### src/rtl/button_conditioner_if.sv
// rtl/button_conditioner_if.sv - button pin and conditioned-strobe bundle
interface button_conditioner_if #(
  parameter int N_CH = 4
);
  logic [N_CH-1:0] btn_in;
  logic [N_CH-1:0] level;
  logic [N_CH-1:0] press;
  logic [N_CH-1:0] release_pulse;
  logic [N_CH-1:0] repeat_pulse;
  logic [N_CH-1:0] action;

  modport master (
    output btn_in,
    input  level, press, release_pulse, repeat_pulse, action
  );

  modport slave (
    input  btn_in,
    output level, press, release_pulse, repeat_pulse, action
  );
endinterface

### src/rtl/button_conditioner.sv
// rtl/button_conditioner.sv - per-channel sync, tick debounce, edge pulses and auto-repeat
module button_conditioner #(
  parameter int N_CH          = 4,
  parameter int STABLE_TICKS  = 4,
  parameter int REPEAT_DELAY  = 8,
  parameter int REPEAT_PERIOD = 3,
  parameter int ACTIVE_LOW_IN = 0
) (
  input  logic                 clk,
  input  logic                 clear_n,
  input  logic                 tick,
  button_conditioner_if.slave  bus
);

  localparam int CW   = $clog2(STABLE_TICKS + 1);
  localparam int RMAX = (REPEAT_DELAY > REPEAT_PERIOD) ? REPEAT_DELAY : REPEAT_PERIOD;
  localparam int RW   = $clog2(RMAX + 1);

  typedef enum logic [1:0] {ST_IDLE, ST_HOLD, ST_REPEAT} state_t;

  logic [N_CH-1:0] pin_w;
  logic [N_CH-1:0] s1_q, s1_d, s2_q, s2_d;
  logic [N_CH-1:0] level_q, level_d;
  logic [N_CH-1:0] press_q, press_d;
  logic [N_CH-1:0] release_q, release_d;
  logic [N_CH-1:0] rep_q, rep_d;
  logic [CW-1:0]   cnt_q [N_CH];
  logic [CW-1:0]   cnt_d [N_CH];
  logic [RW-1:0]   rcnt_q [N_CH];
  logic [RW-1:0]   rcnt_d [N_CH];
  state_t          state_q [N_CH];
  state_t          state_d [N_CH];

  // Inversion sits ahead of the sync flops so a cleared flop always reads "not pressed".
  assign pin_w = (ACTIVE_LOW_IN != 0) ? ~bus.btn_in : bus.btn_in;

  always_comb begin
    logic rise, fall;
    s1_d      = pin_w;
    s2_d      = s1_q;
    level_d   = level_q;
    press_d   = '0;
    release_d = '0;
    rep_d     = '0;
    for (int i = 0; i < N_CH; i++) begin
      cnt_d[i]   = cnt_q[i];
      rcnt_d[i]  = rcnt_q[i];
      state_d[i] = state_q[i];
      rise = 1'b0;
      fall = 1'b0;

      if (s2_q[i] == level_q[i]) begin
        cnt_d[i] = '0;
      end else if (tick) begin
        if (cnt_q[i] == CW'(STABLE_TICKS - 1)) begin
          level_d[i] = s2_q[i];
          cnt_d[i]   = '0;
          rise       = s2_q[i];
          fall       = ~s2_q[i];
        end else begin
          cnt_d[i] = cnt_q[i] + CW'(1);
        end
      end
      press_d[i]   = rise;
      release_d[i] = fall;

      // A fall takes priority, so a repeat due on the same edge is dropped.
      case (state_q[i])
        ST_IDLE: begin
          if (rise) begin
            state_d[i] = ST_HOLD;
            rcnt_d[i]  = '0;
          end
        end
        ST_HOLD: begin
          if (fall) begin
            state_d[i] = ST_IDLE;
            rcnt_d[i]  = '0;
          end else if (tick && (REPEAT_DELAY > 0)) begin
            if (rcnt_q[i] == RW'(REPEAT_DELAY - 1)) begin
              rep_d[i]   = 1'b1;
              rcnt_d[i]  = '0;
              state_d[i] = ST_REPEAT;
            end else begin
              rcnt_d[i] = rcnt_q[i] + RW'(1);
            end
          end
        end
        ST_REPEAT: begin
          if (fall) begin
            state_d[i] = ST_IDLE;
            rcnt_d[i]  = '0;
          end else if (tick) begin
            if (rcnt_q[i] == RW'(REPEAT_PERIOD - 1)) begin
              rep_d[i]  = 1'b1;
              rcnt_d[i] = '0;
            end else begin
              rcnt_d[i] = rcnt_q[i] + RW'(1);
            end
          end
        end
        default: begin
          state_d[i] = ST_IDLE;
          rcnt_d[i]  = '0;
        end
      endcase
    end
  end

  always_ff @(posedge clk) begin
    if (!clear_n) begin
      s1_q      <= '0;
      s2_q      <= '0;
      level_q   <= '0;
      press_q   <= '0;
      release_q <= '0;
      rep_q     <= '0;
      for (int i = 0; i < N_CH; i++) begin
        cnt_q[i]   <= '0;
        rcnt_q[i]  <= '0;
        state_q[i] <= ST_IDLE;
      end
    end else begin
      s1_q      <= s1_d;
      s2_q      <= s2_d;
      level_q   <= level_d;
      press_q   <= press_d;
      release_q <= release_d;
      rep_q     <= rep_d;
      for (int i = 0; i < N_CH; i++) begin
        cnt_q[i]   <= cnt_d[i];
        rcnt_q[i]  <= rcnt_d[i];
        state_q[i] <= state_d[i];
      end
    end
  end

  assign bus.level         = level_q;
  assign bus.press         = press_q;
  assign bus.release_pulse = release_q;
  assign bus.repeat_pulse  = rep_q;
  assign bus.action        = press_q | rep_q;

endmodule

### src/flat_wrapper.sv
// flat-port wrapper written by rule: the top's interface ports become plain ports
module button_conditioner_flat 
#(
  parameter int N_CH          = 4,
  parameter int STABLE_TICKS  = 4,
  parameter int REPEAT_DELAY  = 8,
  parameter int REPEAT_PERIOD = 3,
  parameter int ACTIVE_LOW_IN = 0
)
  (clk, clear_n, tick, bus_btn_in, bus_level, bus_press, bus_release_pulse, bus_repeat_pulse, bus_action);
  button_conditioner_if #(.N_CH(N_CH)) bus_i ();
  input  logic clk;
  input  logic clear_n;
  input  logic tick;
  input wire logic [$bits(bus_i.btn_in)-1:0] bus_btn_in;
  output wire logic [$bits(bus_i.level)-1:0] bus_level;
  output wire logic [$bits(bus_i.press)-1:0] bus_press;
  output wire logic [$bits(bus_i.release_pulse)-1:0] bus_release_pulse;
  output wire logic [$bits(bus_i.repeat_pulse)-1:0] bus_repeat_pulse;
  output wire logic [$bits(bus_i.action)-1:0] bus_action;
  assign bus_i.btn_in = bus_btn_in;
  assign bus_level = bus_i.level;
  assign bus_press = bus_i.press;
  assign bus_release_pulse = bus_i.release_pulse;
  assign bus_repeat_pulse = bus_i.repeat_pulse;
  assign bus_action = bus_i.action;
  button_conditioner #(.N_CH(N_CH), .STABLE_TICKS(STABLE_TICKS), .REPEAT_DELAY(REPEAT_DELAY), .REPEAT_PERIOD(REPEAT_PERIOD), .ACTIVE_LOW_IN(ACTIVE_LOW_IN)) u_core (.clk(clk), .clear_n(clear_n), .tick(tick), .bus(bus_i));
endmodule
### config.mk
export PLATFORM = sky130hd
export DESIGN_NAME = button_conditioner_flat
export DESIGN_NICKNAME = d
export VERILOG_FILES = /design/src/rtl/button_conditioner_if.sv /design/src/rtl/button_conditioner.sv /design/src/flat_wrapper.sv
export SDC_FILE = /design/constraint.sdc
export NUM_CORES = 1
export LEC_CHECK = 0
export ABC_AREA = 1
export CAP_MARGIN = 20
export CORE_UTILIZATION = 38
export DETAILED_ROUTE_END_ITERATION = 6
export GPL_ROUTABILITY_DRIVEN = 0
export PLACE_DENSITY_LB_ADDON = 0.25
export RECOVER_POWER = 100
export SLEW_MARGIN = 20
export SYNTH_ARGS = -nofsm -noshare
export SYNTH_HDL_FRONTEND = slang
export SYNTH_SLANG_ARGS = --single-unit
### constraint.sdc
create_clock -name clk -period 1.7 [get_ports clk]
set_input_delay 0.34 -clock clk [delete_from_list [all_inputs] [get_ports clk]]
set_output_delay 0.34 -clock clk [all_outputs]
set_load 0.005 [all_outputs]
==> flow_summary.toml <==
[status]
outcome = "completed"

[yosys]
syn_avg_cell_area_um2 = 7.06
synth_ff_type = "dfxtp_1"
synth_top_cell_area_share_pct = 35.9
synthCells = 474
yosys-mux-area-fraction_pct = 0
synth_edf_count = 0
ys_async_sr_fraction_pct = 0
yosysTopAreaCell = "dfxtp_1"
synth_area_mm2 = 0.00334
postSynthNetCount = 505
synth_top_family_by_area = "simple AND/OR/NAND/NOR gates"
synth.most_common_cell = "nand2_1"
synth-seq-cells = 60
synthXorXnorAreaFrac_pct = 0.786
synth_fa_ha_area_share_pct = 8.98
synth_area_leaders = "dfxtp_1, nand2_1, ha_1, nor2_1, inv_1"
yosys.area_share.simple_pct = 34.7
ys_warn_count = 0
synth_cell_types = 31
ys_seq_area_share_pct = 35.9
synth_commonest_cells = "nand2_1, nor2_1, inv_1"
synth_compound_area_share_pct = 8.53

[timing]
setup-tns-final_ns = 0
finalHoldViolations = 0
maxSlewViolCount = 0
holdWs_ns = 0.416
finalSetupViolations = 0
min_period_ns = 1.59
tightestPinTransition_ns = 0.491
min_period_over_period_pct = 93.6
max_slew_margin_pct = 67.2
setup_ws_ns = 0.109
fin_skew_ns = 0.00863
timing.fmax_mhz = 629
rsz0062_at_grt = "no"

[setup_path]
required_ns = 1.36
critPathCaptureType = "output port"
max_stage_delay_ns = 0.58
crit_chain = "dlygate4sd3_1"
startpoint_type = "flip-flop"
crit_arrival_ns = 1.25
cp_max_fo = 2
crit_buf_inv = 1
criticalPathCategory = "flip-flop to output port"
slowest_stage = "dlygate4sd3_1"
cpLargestDelayFamily = "buffers and inverters"

[die]
initial_utilization_pct = 39.9
rows = 33
fp.dieH_um = 95.8
die_x_um = 95.8
die_area_mm2 = 0.00918
io_pins = 27
coreArea_mm2 = 0.00838

[global_routing]
antenna_found_initial = 0
grt_pass1_wl_mm = 11.5
grt-ovfl-total = 0
first_global_vias = 2762
grt_util_all_layers_pct = 16.0
grt_max_degree = 31

[route]
drcViolationCount = 0
num_vias = 2864
final_antenna_net_count = 0
post_drt_via_cell_ratio = 4.55
firstDrtPassIters = 4
wire_per_inst_um = 10.2
drt_wl_total_mm = 6.40
drt-initial-drc-count = 125

[clock_network]
clock_path_buffers = 2
h-tree-depth = 3
cts-hold-fix-buffers = 0
clk_transition_reported_paths_ns = 0.07
numCtsBuffers = 9
cts_sinks = 60
cts_tree = "built"
clockRootBuffer = "clkbuf_8"
insertion_delay_ns = 0.33

[place]
post_dp_cell_area_mm2 = 0.00384
place_ws_ns = -0.133
place_hpwl_mm = 4.83
port_buffers = 26
numPlacedInstances = 614

[layout]
fillers = 873
num-nets-final = 551
final_cells = 629
drive_gt1_share_pct = 13.9
final_area_mm2 = 0.00402
synthToLayoutAreaGrowth_pct = 20.2
diodes = 0

[job]
cap_violations = 0

[power]
peakVddDrop_uv = 447
p_per_area_mw_per_mm2 = 1460
p_leak_uw = 0.00190

[worst_hold_path]
worstHoldPathType = "flip-flop to flip-flop"
what timing repair did:
item	CTS	global route
gates resized for setup	4	1
endpoints found under the hold margin	0	0
buffers inserted	0	0
gates cloned	0	0
setup endpoints to repair	4	1
worst reg2reg max path: stages (launching register included):
cell and delay [ns]:
dfxtp_1 0.35, ha_1 0.27, inv_2 0.05, nor2_2 0.12, nand3_2 0.15, nand2_1 0.12, nand2_1 0.10, nor2_4 0.12
nand2_1 0.06, nand2_1 0.05, nor2_1 0.04
flip-flops by register name, indices dropped and copies added, names as in the netlist:
signal / flops
u_core.s2_q: 4
u_core.bus.level: 4
u_core.cnt_q: 12
u_core.bus.repeat_pulse: 4
u_core.bus.press: 4
u_core.s1_q: 4
u_core.state_q: 8
u_core.rcnt_q: 16
u_core.bus.release_pulse: 4
placed cells by master, fill, tap and decap left out, types with 8 or more instances in the layout:
cell and instances:
nand2_1 105, inv_1 76, nor2_1 76, dfxtp_1 60
nand3_1 27, a21oi_1 25, ha_1 23, dlygate4sd3_1 17
buf_4 13, o21ai_0 9, clkbuf_8 9, nor2_2 8
report_power, final:
part / internal [uW] / switching (uW)
logic: 990 / 1630
clock network: 813 / 559
registers: 1670 / 220
layout make-up:
class / instances / area [um^2] / share of cell area (%)
inverters: 80 / 300 / 7.47
flip-flops and latches: 60 / 1200 / 29.9
repair buffers: 44 / 420 / 10.5
clock buffers: 10 / 128 / 3.18
multi-input cells: 325 / 1760 / 43.8
clock inverters: 5 / 77.6 / 1.93
well taps: 105 / 131 / 3.27
final timing paths:
path / start / end / slack, ns / cells past startpoint
max: u_core.bus.level[1]$_SDFFE_PN0P_ / bus_level[1] / 0.11 / 1
min reg2reg: u_core.s1_q[1]$_SDFF_PN0_ / u_core.s2_q[1]$_SDFF_PN0_ / 0.42 / 2
max reg2reg: u_core.cnt_q[1][0]$_SDFFE_PP0P_ / u_core.state_q[1][0]$_SDFFE_PN0P_ / 0.18 / 10
min: u_core.s1_q[1]$_SDFF_PN0_ / u_core.s2_q[1]$_SDFF_PN0_ / 0.42 / 2
cells by family after synthesis:
logic type               Yosys count
AND/OR/NAND/NOR                  250
buffers and inverters             89
flip-flops                        60
AO/OA/AOI/OAI                     48
adder cells (fa/ha/maj)           24
XOR/XNOR                           3
routing by layer:
layer	GRT usage [%]	vias up	part of all wire (%)
met2	26.7	36	45
met1	19.9	1268	50
met4	7.34	0	1.3
met5	0	-	0
li1	-	1552	-
met3	3.16	8	3.0
metrics by stage:
step | utilization [%] | power, uW
CTS | 48.2 | 5980
floorplan | - | 4060
detailed placement | 45.8 | 4580
finish | 47.9 | 5880
global placement | 45.8 | 4540
global route | 47.9 | 6510
(Power assumes the default switching activity.)
